`src/rtl/spi_pkg.sv`:
```
// spi_pkg: shared definitions for the SPI configuration target.
//   - register address map (reg 0x00..0x04)
//   - frame geometry: 16 bits = {R/W, addr[6:0], data[7:0]}
//   - FSM state encoding
package spi_pkg;
  localparam int FRAME_BITS = 16;
  localparam int ADDR_W     = 7;
  localparam int DATA_W     = 8;
  localparam int NUM_REGS   = 5;
  localparam int CNT_W      = 5;

  localparam logic [ADDR_W-1:0] ADDR_EN_OUT_LO = 7'h00;
  localparam logic [ADDR_W-1:0] ADDR_EN_OUT_HI = 7'h01;
  localparam logic [ADDR_W-1:0] ADDR_EN_PWM_LO = 7'h02;
  localparam logic [ADDR_W-1:0] ADDR_EN_PWM_HI = 7'h03;
  localparam logic [ADDR_W-1:0] ADDR_DUTY      = 7'h04;

  typedef enum logic [1:0] {
    IDLE   = 2'd0,
    SHIFT  = 2'd1,
    COMMIT = 2'd2
  } state_e;

  typedef struct packed {
    logic              wr;
    logic [ADDR_W-1:0] addr;
    logic [DATA_W-1:0] data;
  } frame_t;
endpackage

```
`src/rtl/spi_sync_edge.sv`:
```
// spi_sync_edge: STAGES-deep synchronizer for one async pin, plus a history
// flop that turns level changes into single-cycle rise/fall pulses.
//   clk, rst_n  : system clock, async active-low reset
//   d_i         : raw asynchronous input
//   level_o     : synchronized level
//   rise_o/fall_o : one-cycle pulses on synchronized 0->1 / 1->0
module spi_sync_edge #(
  parameter int   STAGES  = 2,
  parameter logic RST_VAL = 1'b0
) (
  input  logic clk,
  input  logic rst_n,
  input  logic d_i,
  output logic level_o,
  output logic rise_o,
  output logic fall_o
);
  logic [STAGES-1:0] sync_q;
  logic              hist_q;

  always_ff @(posedge clk or negedge rst_n) begin
    if (!rst_n) begin
      sync_q <= {STAGES{RST_VAL}};
      hist_q <= RST_VAL;
    end else begin
      sync_q <= {sync_q[STAGES-2:0], d_i};
      hist_q <= sync_q[STAGES-1];
    end
  end

  assign level_o = sync_q[STAGES-1];
  assign rise_o  = level_o & ~hist_q;
  assign fall_o  = ~level_o & hist_q;
endmodule

```
`src/rtl/spi_peripheral.sv`:
```
// spi_peripheral: SPI mode-0 write-only target programming the PWM config regs.
//   clk, rst_n        : system clock, async active-low reset
//   sclk, copi, ncs   : raw SPI pins (async to clk)
//   en_reg_out_7_0    : reg 0x00   en_reg_out_15_8 : reg 0x01
//   en_reg_pwm_7_0    : reg 0x02   en_reg_pwm_15_8 : reg 0x03
//   pwm_duty_cycle    : reg 0x04
// A frame commits only if exactly 16 bits arrived, R/W=1 and addr<=MAX_ADDR.
module spi_peripheral
  import spi_pkg::*;
#(
  parameter int SYNC_STAGES = 2,
  parameter int MAX_ADDR    = 4
) (
  input  logic       clk,
  input  logic       rst_n,
  input  logic       sclk,
  input  logic       copi,
  input  logic       ncs,
  output logic [7:0] en_reg_out_7_0,
  output logic [7:0] en_reg_out_15_8,
  output logic [7:0] en_reg_pwm_7_0,
  output logic [7:0] en_reg_pwm_15_8,
  output logic [7:0] pwm_duty_cycle
);
  localparam logic [CNT_W-1:0] CNT_FULL = CNT_W'(FRAME_BITS);
  localparam logic [CNT_W-1:0] CNT_OVR  = CNT_W'(FRAME_BITS + 1);

  logic sclk_rise, copi_s, ncs_rise, ncs_fall;
  logic sclk_level_unused, sclk_fall_unused;
  logic copi_rise_unused, copi_fall_unused, ncs_level_unused;

  spi_sync_edge #(.STAGES(SYNC_STAGES), .RST_VAL(1'b0)) u_sync_sclk (
    .clk(clk), .rst_n(rst_n), .d_i(sclk),
    .level_o(sclk_level_unused), .rise_o(sclk_rise), .fall_o(sclk_fall_unused));

  spi_sync_edge #(.STAGES(SYNC_STAGES), .RST_VAL(1'b0)) u_sync_copi (
    .clk(clk), .rst_n(rst_n), .d_i(copi),
    .level_o(copi_s), .rise_o(copi_rise_unused), .fall_o(copi_fall_unused));

  // nCS chain resets low: if nCS is already low at reset release no fall is
  // seen, so a frame in progress is ignored until a fresh falling edge. A high
  // nCS yields a rise pulse instead, which IDLE ignores.
  spi_sync_edge #(.STAGES(SYNC_STAGES), .RST_VAL(1'b0)) u_sync_ncs (
    .clk(clk), .rst_n(rst_n), .d_i(ncs),
    .level_o(ncs_level_unused), .rise_o(ncs_rise), .fall_o(ncs_fall));

  state_e                             state_q, state_d;
  logic   [FRAME_BITS-1:0]            shift_q, shift_d;
  logic   [CNT_W-1:0]                 cnt_q, cnt_d;
  logic   [NUM_REGS-1:0][DATA_W-1:0]  regs_q, regs_d;
  logic                               start, shift_en, commit_en, commit_ok;
  frame_t                             frm;

  // state register
  always_ff @(posedge clk or negedge rst_n) begin
    if (!rst_n) state_q <= IDLE;
    else        state_q <= state_d;
  end

  // next state; an nCS fall during COMMIT goes straight to SHIFT
  always_comb begin
    state_d = state_q;
    case (state_q)
      IDLE:    if (ncs_fall) state_d = SHIFT;
      SHIFT:   if (ncs_rise) state_d = COMMIT;
      COMMIT:  state_d = ncs_fall ? SHIFT : IDLE;
      default: state_d = IDLE;
    endcase
  end

  // FSM outputs; an SCLK rise coincident with the nCS fall is bit 15
  always_comb begin
    start     = ncs_fall && (state_q == IDLE || state_q == COMMIT);
    shift_en  = sclk_rise && (start || (state_q == SHIFT && !ncs_rise));
    commit_en = (state_q == COMMIT);
  end

  assign frm       = frame_t'(shift_q);
  assign commit_ok = commit_en && (cnt_q == CNT_FULL) && frm.wr
                     && (frm.addr <= ADDR_W'(MAX_ADDR));

  always_comb begin
    shift_d = shift_en ? {shift_q[FRAME_BITS-2:0], copi_s} : shift_q;
    cnt_d   = cnt_q;
    if (start)                             cnt_d = shift_en ? CNT_W'(1) : '0;
    else if (shift_en && cnt_q != CNT_OVR) cnt_d = cnt_q + CNT_W'(1);
  end

  always_comb begin
    regs_d = regs_q;
    if (commit_ok) begin
      case (frm.addr)
        ADDR_EN_OUT_LO: regs_d[0] = frm.data;
        ADDR_EN_OUT_HI: regs_d[1] = frm.data;
        ADDR_EN_PWM_LO: regs_d[2] = frm.data;
        ADDR_EN_PWM_HI: regs_d[3] = frm.data;
        ADDR_DUTY:      regs_d[4] = frm.data;
        default: ;
      endcase
    end
  end

  always_ff @(posedge clk or negedge rst_n) begin
    if (!rst_n) begin
      shift_q <= '0;
      cnt_q   <= '0;
      regs_q  <= '0;
    end else begin
      shift_q <= shift_d;
      cnt_q   <= cnt_d;
      regs_q  <= regs_d;
    end
  end

  assign en_reg_out_7_0  = regs_q[0];
  assign en_reg_out_15_8 = regs_q[1];
  assign en_reg_pwm_7_0  = regs_q[2];
  assign en_reg_pwm_15_8 = regs_q[3];
  assign pwm_duty_cycle  = regs_q[4];
endmodule

```
`config.mk`:
```
export PLATFORM = sky130hd
export DESIGN_NAME = spi_peripheral
export DESIGN_NICKNAME = d
export VERILOG_FILES = /design/src/rtl/spi_pkg.sv /design/src/rtl/spi_sync_edge.sv /design/src/rtl/spi_peripheral.sv
export SDC_FILE = /design/constraint.sdc
export NUM_CORES = 1
export LEC_CHECK = 0
export ABC_AREA = 1
export CAP_MARGIN = 0
export CORE_MARGIN = 4
export CORE_UTILIZATION = 50
export CTS_BUF_LIST = sky130_fd_sc_hd__clkbuf_4
export CTS_CLUSTER_DIAMETER = 150
export DETAILED_ROUTE_END_ITERATION = 16
export PLACE_DENSITY = 0.83
export SYNTH_ARGS = -nofsm -noshare
export SYNTH_HDL_FRONTEND = slang
export SYNTH_SLANG_ARGS = --single-unit
export TNS_END_PERCENT = 10
```
`constraint.sdc`:
```
create_clock -name clk -period 1.6 [get_ports clk]
set_input_delay 0.32 -clock clk [delete_from_list [all_inputs] [get_ports clk]]
set_output_delay 0.32 -clock clk [all_outputs]
set_load 0.05 [all_outputs]
```
==> impl_metrics.py <==
metrics = {
    "layout": {
        "drive_gt1_frac": 0.2632,
        "diodes": 0,
        "final_area_sq_um": 3944,
        "most-common-layout-cells": "121 x nand2_1, 71 x dfrtp_1, 52 x buf_4",
        "finalNetCount": 402,
        "final_common_cell": "nand2_1",
        "final_util": 0.6583,
        "areaGrowthSynthToFinish_pct": 26.94,
    },
    "global_routing": {
        "grt_pass1_wl_microns": 11530,
        "grt.overflow.total": 0,
        "track_usage": 0.1979,
        "grt_max_degree": 72,
        "antenna_found_initial": 0,
        "grt_pass1_vias": 2343,
    },
    "worst_setup_path": {
        "start_kind": "register",
        "reg2reg_from": "cnt_q[0]$_DFFE_PN0P_",
        "worst-setup-path-type": "reg -> reg",
        "crit_path_end_kind": "register",
        "crit_start": "cnt_q[0]$_DFFE_PN0P_",
        "crit_fanout": 8,
        "cp.arrival_ns": 1.92,
        "required_ns": 1.90,
    },
    "logic_synthesis": {
        "ys_ff_latch": 71,
        "synth_cell_types": 29,
        "synthesis.area_sq_um": 3107,
        "synth_top_area_frac": 0.5719,
        "synth_cells": 329,
        "avgSynthCellArea_sq_um": 9.443,
        "postSynthNetCount": 337,
        "ys_seq_area_frac": 0.5719,
        "synth_area_leaders": "dfrtp_1 57%, nand2_1 15%, nand4_1 8.7%",
        "ys_warn_count": 0,
        "synth.largest_area_cell": "dfrtp_1",
    },
    "placement": {
        "post-place-ws_ns": -0.05195,
        "place_congestion": 0.9154,
        "hpwl_microns": 4769,
        "placed_area_sq_um": 3657,
        "numPortBuffers": 44,
    },
    "sta": {
        "slew_violations": 0,
        "fin_crit_sh": 1.009,
        "worst_slew_pin_slew_ns": 0.3741,
        "rsz0062_at_grt": "yes",
        "hold_viol": 0,
        "fin_skew_ns": 0.007703,
        "layout_setup_ws_ns": -0.01449,
        "fmax_mhz": 619.4,
        "finalSetupViolCount": 1,
        "slew_headroom": 0.7506,
        "finalCriticalPeriod_ns": 1.614,
        "tns_ns": -0.01449,
    },
    "clock_network": {
        "cts_buffer_depth": 2,
        "clock_sinks": 71,
        "clock_latency_ns": 0.41,
        "htreeDepth": 3,
        "clk_pin_slew_ns": 0.11,
        "cts_buffers": 9,
        "clockRootBuffer": "clkbuf_4",
        "tritoncts": "built",
    },
    "floorplanning": {
        "die-area_sq_um": 7539,
        "core_sq_um": 5991,
        "io_pins": 45,
        "die-height_microns": 86.83,
        "start_util": 0.5186,
        "rows": 28,
        "fp.dieW_microns": 86.83,
    },
    "routing": {
        "totalWireLength_microns": 7186,
        "drt_pass1_iterations": 4,
        "vias_per_cell": 5.422,
        "drt_iter0_drc": 268,
        "drc": 0,
        "vias": 2570,
        "drtAntennaViolNets": 0,
        "routedWlPerCell_microns": 15.16,
    },
    "power": {
        "leakage_nw": 2.086,
        "pwr_density_cell_nw_per_um2": 1416,
        "vdd_ir_drop_max_mv": 0.9350,
    },
    "min_path": {
        "hp-class": "in -> reg",
        "hp-start": "sclk",
    },
    "run": {
        "drv_cap": 0,
    },
    "outcome": {
        "violations": "setup timing",
        "status": "finished with violations",
    },
}
==> sequential cells by signal, indices dropped and copies added, names as in the netlist <==
name,cells
u_sync_sclk.sync_q,2
en_reg_pwm_15_8,8
u_sync_ncs.sync_q,2
frm,16
cnt_q,5
u_sync_ncs.hist_q,1
u_sync_copi.sync_q,2
u_sync_sclk.hist_q,1
en_reg_out_7_0,8
pwm_duty_cycle,8
en_reg_pwm_7_0,8
en_reg_out_15_8,8
state_q,2
==> layout make-up <==
class | count | area (sq um)
Sequential cell | 71 | 1777
Fill cell | 471 | 2047
Inverter | 16 | 62.56
Multi-Input combinational cell | 232 | 1265
Clock buffer | 9 | 67.56
Tap cell | 75 | 93.84
Clock inverter | 7 | 111.4
Timing Repair Buffer | 64 | 566.8
==> routing by layer <==
layer	global-route usage	vias to the layer above	routed length [microns]
met3	0.05608	16	546
met1	0.2665	1214	2997
met2	0.3043	94	3473
met4	0.07507	0	170
li1	-	1246	-
met5	0	-	0
==> path summary, 6_finish.rpt <==
path                       cells after the start                         endpoint  slack, ns
hold reg to reg                                0  u_sync_sclk.sync_q[1]$_DFF_PN0_       0.36
setup / recovery                               7    pwm_duty_cycle[3]$_DFFE_PN0P_      -0.01
max in group asynchronous                      3   en_reg_out_15_8[4]$_DFFE_PN0P_       0.86
hold / removal                                 1  u_sync_sclk.sync_q[0]$_DFF_PN0_       0.34
setup reg to reg                               7    pwm_duty_cycle[3]$_DFFE_PN0P_      -0.01
min in group asynchronous                      3    en_reg_pwm_7_0[0]$_DFFE_PN0P_       0.44
==> stage by stage <==
| stage | hold slack, ns | power [mW] | cells |
|---|---|---|---|
| floorplan | 0.02441 | 3.513 | 329 |
| global placement | 0.3328 | 3.895 | 453 |
| detailed placement | 0.3370 | 3.963 | 453 |
| CTS | 0.3221 | 5.375 | 470 |
| global route | 0.3016 | 5.921 | 474 |
| finish | 0.3384 | 5.585 | 474 |
==> cells by family after synthesis <==
group | synth area share
compound gates | 0.02134
fa+ha+maj | 0.01208
flops | 0.5719
buf+inv | 0.04067
simple gates | 0.3512
xor+xnor | 0.002820
==> cell usage after synthesis, drive strengths merged <==
master  count
nand3      22
buf         9
nor3b       1
clkbuf      1
dfrtp      71
nor2       17
xnor2       1
nand4      46
ha          3
o21ai       7
nand2     128
a21oi       4
nor4        1
nor3        2
inv        16
==> worst max-delay path, stage by stage, from the launching register on <==
cell and delay [ns]:
dfrtp_1 0.40, inv_1 0.09, ha_4 0.14, nand4_1 0.19, nor2_4 0.28, nand4_4 0.18
nand2_1 0.14, nand2_1 0.08
==> power by group <==
part / internal [mW] / switching, mW
clock: 0.780 / 0.630
combinational: 0.578 / 1.23
sequential: 2.01 / 0.364
total: 3.37 / 2.22
==> repair_timing <==
| item | CTS | global route |
|---|---|---|
| setup buffers | 0 | 4 |
| endpoints found under the hold margin | 71 | 0 |
| resized for setup | 1 | 14 |
| hold buffers | 1 | 0 |
| gates cloned | 0 | 0 |
| pin swaps | 0 | 8 |
| endpoints found under the setup margin | 24 | 40 |
No activity file was read; power rests on OpenSTA's default activity.
